**config.mk**
```make
export PLATFORM = sky130hd
export DESIGN_NAME = control_decode_stage
export DESIGN_NICKNAME = d
export VERILOG_FILES = /design/src/rtl/control_decode_stage.sv
export SDC_FILE = /design/constraint.sdc
export NUM_CORES = 1
export LEC_CHECK = 0
export CAP_MARGIN = 20
export CORE_MARGIN = 3
export CORE_UTILIZATION = 43
export DETAILED_ROUTE_END_ITERATION = 7
export PLACE_DENSITY = 0.76
export RECOVER_POWER = 50
export SYNTH_ARGS = -nofsm -noshare
export SYNTH_HDL_FRONTEND = slang
export SYNTH_SLANG_ARGS = --single-unit
```
**constraint.sdc**
```tcl
create_clock -name clock_i -period 1.89 [get_ports clock_i]
set_input_delay 0.189 -clock clock_i [delete_from_list [all_inputs] [get_ports clock_i]]
set_output_delay 0.189 -clock clock_i [all_outputs]
set_load 0.005 [all_outputs]
```
**src/rtl/control_decode_stage.sv**
```systemverilog
// Registered decode stage: decodes opcode/funct into the ID/EX control bundle,
// honours stall/flush and drains the pipeline before halting.
//   state  | meaning
//   RUN    | normal decode, fetch enabled
//   DRAIN  | HALT accepted, waiting for post-decode stages to empty
//   HALTED | pipeline empty, bubbles only until reset
module control_decode_stage #(
  parameter int NB_OP = 6,
  parameter int NB_FUNCT = 6,
  parameter int N_REGDEST = 2,
  parameter logic [NB_OP-1:0] OP_J = NB_OP'(6'b110001),
  parameter int DRAIN_CYCLES = 4
) (
  input  logic                 clock_i,
  input  logic                 reset_i,
  input  logic                 valid_i,
  input  logic [NB_OP-1:0]     opcode_i,
  input  logic [NB_FUNCT-1:0]  funct_i,
  input  logic                 stall_i,
  input  logic                 flush_i,
  output logic                 valid_o,
  output logic                 tipeI_o,
  output logic                 shamt_o,
  output logic                 beq_o,
  output logic                 bne_o,
  output logic                 jump_o,
  output logic [1:0]           pc_src_o,
  output logic [N_REGDEST-1:0] regDest_signal_o,
  output logic [5:0]           mem_signals_o,
  output logic [2:0]           wb_signals_o,
  output logic [NB_OP-1:0]     opcode_o,
  output logic                 halt_signal_o,
  output logic                 illegal_o,
  output logic                 fetch_enable_o,
  output logic                 halted_o
);

  localparam logic [NB_OP-1:0] OP_RTYPE = NB_OP'(6'b000000);
  localparam logic [NB_OP-1:0] OP_ADDI  = NB_OP'(6'b001000);
  localparam logic [NB_OP-1:0] OP_SLTI  = NB_OP'(6'b001010);
  localparam logic [NB_OP-1:0] OP_ANDI  = NB_OP'(6'b001100);
  localparam logic [NB_OP-1:0] OP_ORI   = NB_OP'(6'b001101);
  localparam logic [NB_OP-1:0] OP_XORI  = NB_OP'(6'b001110);
  localparam logic [NB_OP-1:0] OP_LUI   = NB_OP'(6'b001111);
  localparam logic [NB_OP-1:0] OP_LB    = NB_OP'(6'b100000);
  localparam logic [NB_OP-1:0] OP_LH    = NB_OP'(6'b100001);
  localparam logic [NB_OP-1:0] OP_LW    = NB_OP'(6'b100011);
  localparam logic [NB_OP-1:0] OP_LBU   = NB_OP'(6'b100100);
  localparam logic [NB_OP-1:0] OP_LHU   = NB_OP'(6'b100101);
  localparam logic [NB_OP-1:0] OP_LWU   = NB_OP'(6'b010011);
  localparam logic [NB_OP-1:0] OP_SB    = NB_OP'(6'b101000);
  localparam logic [NB_OP-1:0] OP_SH    = NB_OP'(6'b101001);
  localparam logic [NB_OP-1:0] OP_SW    = NB_OP'(6'b101011);
  localparam logic [NB_OP-1:0] OP_BEQ   = NB_OP'(6'b000100);
  localparam logic [NB_OP-1:0] OP_BNE   = NB_OP'(6'b000101);
  localparam logic [NB_OP-1:0] OP_JAL   = NB_OP'(6'b000011);
  localparam logic [NB_OP-1:0] OP_NOP   = NB_OP'(6'b111110);
  localparam logic [NB_OP-1:0] OP_HALT  = NB_OP'(6'b111111);

  localparam logic [NB_FUNCT-1:0] F_NOP  = NB_FUNCT'(6'b000000);
  localparam logic [NB_FUNCT-1:0] F_JR   = NB_FUNCT'(6'b001000);
  localparam logic [NB_FUNCT-1:0] F_JALR = NB_FUNCT'(6'b001001);
  localparam logic [NB_FUNCT-1:0] F_SRL  = NB_FUNCT'(6'b000010);
  localparam logic [NB_FUNCT-1:0] F_SRA  = NB_FUNCT'(6'b000011);

  localparam logic [N_REGDEST-1:0] RD_RD  = N_REGDEST'(1);
  localparam logic [N_REGDEST-1:0] RD_R31 = N_REGDEST'(2);

  typedef enum logic [1:0] {RUN, DRAIN, HALTED} state_t;

  typedef struct packed {
    logic                 valid;
    logic                 tipei;
    logic                 shamt;
    logic                 beq;
    logic                 bne;
    logic                 jump;
    logic [1:0]           pc_src;
    logic [N_REGDEST-1:0] regdest;
    logic [5:0]           mem;
    logic [2:0]           wb;
    logic [NB_OP-1:0]     opcode;
    logic                 halt;
    logic                 illegal;
  } bundle_t;

  state_t  state_q, state_d;
  logic [3:0] cnt_q, cnt_d;
  bundle_t dec, bundle_q;
  logic    accept;

  always_comb begin
    dec = '0;
    dec.valid = 1'b1;
    dec.opcode = opcode_i;
    case (opcode_i)
      OP_RTYPE: begin
        if (funct_i == F_JR) begin
          dec.jump = 1'b1;
        end else if (funct_i == F_JALR) begin
          dec.jump = 1'b1;
          dec.regdest = RD_RD;
          dec.wb = 3'b110;
        end else if (funct_i != F_NOP) begin
          dec.regdest = RD_RD;
          dec.wb = 3'b101;
          dec.shamt = (funct_i == F_SRL) || (funct_i == F_SRA);
        end
      end
      OP_ADDI, OP_SLTI, OP_ANDI, OP_ORI, OP_XORI, OP_LUI: begin
        dec.tipei = 1'b1;
        dec.wb = 3'b101;
      end
      OP_LB:  begin dec.tipei = 1'b1; dec.wb = 3'b100; dec.mem = 6'b110001; end
      OP_LH:  begin dec.tipei = 1'b1; dec.wb = 3'b100; dec.mem = 6'b110010; end
      OP_LW:  begin dec.tipei = 1'b1; dec.wb = 3'b100; dec.mem = 6'b110100; end
      OP_LBU: begin dec.tipei = 1'b1; dec.wb = 3'b100; dec.mem = 6'b010001; end
      OP_LHU: begin dec.tipei = 1'b1; dec.wb = 3'b100; dec.mem = 6'b010010; end
      OP_LWU: begin dec.tipei = 1'b1; dec.wb = 3'b100; dec.mem = 6'b010100; end
      OP_SB:  begin dec.tipei = 1'b1; dec.mem = 6'b001001; end
      OP_SH:  begin dec.tipei = 1'b1; dec.mem = 6'b001010; end
      OP_SW:  begin dec.tipei = 1'b1; dec.mem = 6'b001100; end
      OP_BEQ: begin dec.tipei = 1'b1; dec.beq = 1'b1; dec.pc_src = 2'b10; end
      OP_BNE: begin dec.tipei = 1'b1; dec.bne = 1'b1; dec.pc_src = 2'b10; end
      OP_J:   begin dec.jump = 1'b1; dec.pc_src = 2'b01; end
      OP_JAL: begin
        dec.jump = 1'b1;
        dec.pc_src = 2'b01;
        dec.regdest = RD_R31;
        dec.wb = 3'b110;
      end
      OP_NOP:  ;
      OP_HALT: dec.halt = 1'b1;
      default: dec.illegal = 1'b1;
    endcase
  end

  assign accept = valid_i && !flush_i && !stall_i && (state_q == RUN) && (opcode_i == OP_HALT);

  always_comb begin
    state_d = state_q;
    cnt_d = cnt_q;
    case (state_q)
      RUN: begin
        if (accept) begin
          state_d = DRAIN;
          cnt_d = 4'(DRAIN_CYCLES);
        end
      end
      DRAIN: begin
        if (flush_i) begin
          state_d = RUN;
          cnt_d = '0;
        end else if (cnt_q == 4'd1) begin
          state_d = HALTED;
          cnt_d = '0;
        end else begin
          cnt_d = cnt_q - 4'd1;
        end
      end
      HALTED: ;
      default: begin
        state_d = RUN;
        cnt_d = '0;
      end
    endcase
  end

  always_ff @(posedge clock_i or posedge reset_i) begin
    if (reset_i) begin
      state_q <= RUN;
      cnt_q <= '0;
    end else begin
      state_q <= state_d;
      cnt_q <= cnt_d;
    end
  end

  // Stall holds the register; flush and non-RUN states load a bubble.
  always_ff @(posedge clock_i or posedge reset_i) begin
    if (reset_i) begin
      bundle_q <= '0;
    end else if (flush_i) begin
      bundle_q <= '0;
    end else if (!stall_i) begin
      if (valid_i && state_q == RUN) bundle_q <= dec;
      else bundle_q <= '0;
    end
  end

  assign valid_o          = bundle_q.valid;
  assign tipeI_o          = bundle_q.tipei;
  assign shamt_o          = bundle_q.shamt;
  assign beq_o            = bundle_q.beq;
  assign bne_o            = bundle_q.bne;
  assign jump_o           = bundle_q.jump;
  assign pc_src_o         = bundle_q.pc_src;
  assign regDest_signal_o = bundle_q.regdest;
  assign mem_signals_o    = bundle_q.mem;
  assign wb_signals_o     = bundle_q.wb;
  assign opcode_o         = bundle_q.opcode;
  assign halt_signal_o    = bundle_q.halt;
  assign illegal_o        = bundle_q.illegal;
  assign fetch_enable_o   = (state_q == RUN);
  assign halted_o         = (state_q == HALTED);

endmodule

```
==> impl_results.md <==
- Status: complete, no violations
- Final worst path period need: approximately 1800 ps
- Routed wire length: approximately 4400 um
- Starting Density: between 40 and 50%
- Core area: 0.003521 sq mm
- Worst-Margin Slew: slightly above 800 ps
- Final-report max-slew violation count: 0
- Largest net degree at the start of global routing: 34
- CP Data Required Time: 2110 ps
- Leakage: between 1 and 1.5 nW
- Worst-Skew Late Latency: 280 ps
- Worst Setup End Kind: flip-flop
- Worst min-delay path category: reg -> reg
- Synthesis-to-layout area growth: 42.50%
- Syn Nets: about 190
- Nets: between 200 and 300
- Rows: 21
- CP arrival: roughly 2000 ps
- Post-synth EDFFs: 0
- # setup viols final: 0
- CTS tree: done
- Multi-input gate area: between 700 and 800 sq um
- Cell Area, Synth: between 0.0015 and 0.002 sq mm
- Placed inst area: 0.002270 sq mm
- Clk root buf: clkbuf_8
- Pre-CTS setup slack: -167.4 ps
- Seq/Total Area, Yosys: 49.74%
- Number of global-route vias before repair: 1593
- Initial antenna violation count: 0
- 1st-iter DRT viols: 150
- FF+latch count, synth: 33
- Total Power: between 1.5 and 2 mW
- Post-synth ARST share: 100.0%
- # diodes: 0
- Max-cap violation count: 0
- Hold buffers post-CTS: 0
- Detail-routed net length per standard cell: approximately 16 um
- Top cells by area, synth: dfrtp_1 50%, a22o_1 5.3%, nand2_1 4.5%
- Top-area cell type share of the netlist area: slightly below 50%
- Most used DFF post-synth: dfrtp_1
- Max Clock Freq: between 0.5 and 0.6 GHz
- Leading area contributor after synthesis: dfrtp_1
- Pwr Density: approximately 640 mW/mm^2
- Layout cells sized above 1: approximately 15%
- Crit path kind: reg -> reg
- I/O pin total: 46
- Number of CTS-inserted buffers: 5
- Yosys warnings: 0
- FILL cells: 291
- # DRC: 0
- Sequential cell area: 825.8 sq um
- Final period util: 96.69%
- Most frequent cells after synthesis: 33 x dfrtp_1, 20 x nand2_1, 13 x nor2_1
- Number of distinct library cells after synthesis: 41
- RSZ-0062 raised after global routing: no
- HPWL after DPL: around 3300 um
- GRT Total Usage: between 20% and 30%
- Final Hold Fails: 0
- Die height: between 60 and 70 um
- Most frequent cell after synthesis: dfrtp_1
- GPL Wtd Cong: around 0.86
- Vias per cell: 5.763
- Die width: about 70 um
- PnR worst setup slack: between 60 and 70 ps
- Mapped Cells: approximately 170
- Slew Limit Headroom: between 40% and 50%
- First-pass iteration count of the detailed router: 4
- First-pass GRT wire length: approximately 7500 um
- CTS max path bufs: 2
- Design Area, Final: ~0.0024 sq mm
- H-tree levels: 2
- Die Area: roughly 0.0046 sq mm
- CTS Sinks: 33
- Port Buffers: 45
- Clock transition at the registers of the reported paths: 60 ps
- Post-DRT Antenna Nets: 0
- Routed vias: 1608
- Final setup skew: 3.826 ps
- Startpoint type of the worst setup path: flip-flop
- VDD IR max: 0.4329 mV
- Avg Cell Area, Syn: approximately 9.7 sq um
- Gr ovfl total: 0
- CP Max Fanout: 4
-- report_power, final --
| group | total (mW) | switching [mW] | internal [mW] |
|---|---|---|---|
| logic | 0.238 | 0.121 | 0.117 |
| registers | 0.749 | 0.0190 | 0.730 |
| clock network | 0.531 | 0.242 | 0.289 |
| total | 1.52 | 0.382 | 1.14 |
-- placed cells by master (no fill, tap or decap), types with 3 or more instances in the layout --
cell	netlist	final
nand2_1	20	20
nand4_1	4	4
clkdlybuf4s50_1	0	30
nor2b_1	3	3
a32o_1	3	3
nand2b_1	4	4
nor3_1	8	7
buf_4	0	21
nor2_1	13	13
dfrtp_1	33	33
a22o_1	10	10
a21oi_1	8	8
nand3b_1	4	4
o21ai_0	9	9
inv_1	6	6
clkbuf_8	0	6
o31ai_1	3	3
dlygate4sd3_1	0	15
nand3_1	3	3
-- cells by family after synthesis --
family                   share of synthesized area, %
AO/OA/AOI/OAI                                   20.50
adder cells (fa/ha/maj)                         1.507
buffers and inverters                           4.747
flip-flops                                      49.74
multiplexers                                   0.6029
AND/OR/NAND/NOR                                 22.91
-- sequential cells by signal, summed over array words and instances, names as in the netlist --
name              flops
opcode_o              6
cnt_q                 4
valid_o               1
regDest_signal_o      2
state_q               2
wb_signals_o          3
beq_o                 1
tipeI_o               1
mem_signals_o         6
halt_signal_o         1
illegal_o             1
shamt_o               1
bne_o                 1
jump_o                1
pc_src_o              2
-- cell type report --
| cell class | count | area share [%] |
|---|---|---|
| timing repair buffer | 67 | 25.91 |
| multi-input combinational | 120 | 32.15 |
| tap | 46 | 2.433 |
| inverter | 6 | 0.9519 |
| sequential | 33 | 34.90 |
| clock buffer | 7 | 3.649 |
-- final timing paths --
| path | start | to | slack [ps] | cells after the start |
|---|---|---|---|---|
| worst max-delay path | state_q[1] | jump_o | 60 | 4 |
| worst min-delay path | halt_signal_o | halt_signal_o | 480 | 1 |
| worst max register to register | state_q[1] | jump_o | 60 | 4 |
| worst min register to register | halt_signal_o | halt_signal_o | 480 | 1 |
| max in group asynchronous | reset_i | bne_o | 770 | 3 |
| min in group asynchronous | reset_i | cnt_q[2] | 590 | 3 |
-- critical path, stage by stage, from the launching register on --
cell,delay [ps]
dfrtp_1,410
or4b_4,570
nand2b_4,180
or4_4,530
nand3b_2,80
-- per-stage QoR --
stage	TNS, ps	hold WS (ps)	instances	utilization [%]
finish	0	476.5	279	67.20
global route	0	502.2	279	67.20
CTS	0	326.2	278	66.92
detailed placement	-1005	467.6	271	64.46
global placement	-478.3	456.0	271	64.46
floorplan	0	317.9	172	-
-- routing by layer --
metal	up-vias	share of wire (%)	track usage (%)
li1	750	-	-
met1	763	43	27.29
met2	87	47	35.26
met3	8	8.3	5.583
met4	0	1.3	7.940
met5	-	0	0
-- what timing repair did --
item,4_1_cts,5_1_grt
resized for setup,0,1
setup buffers,0,1
endpoints found under the setup margin,0,5
Power figures use the tool's default switching activity.
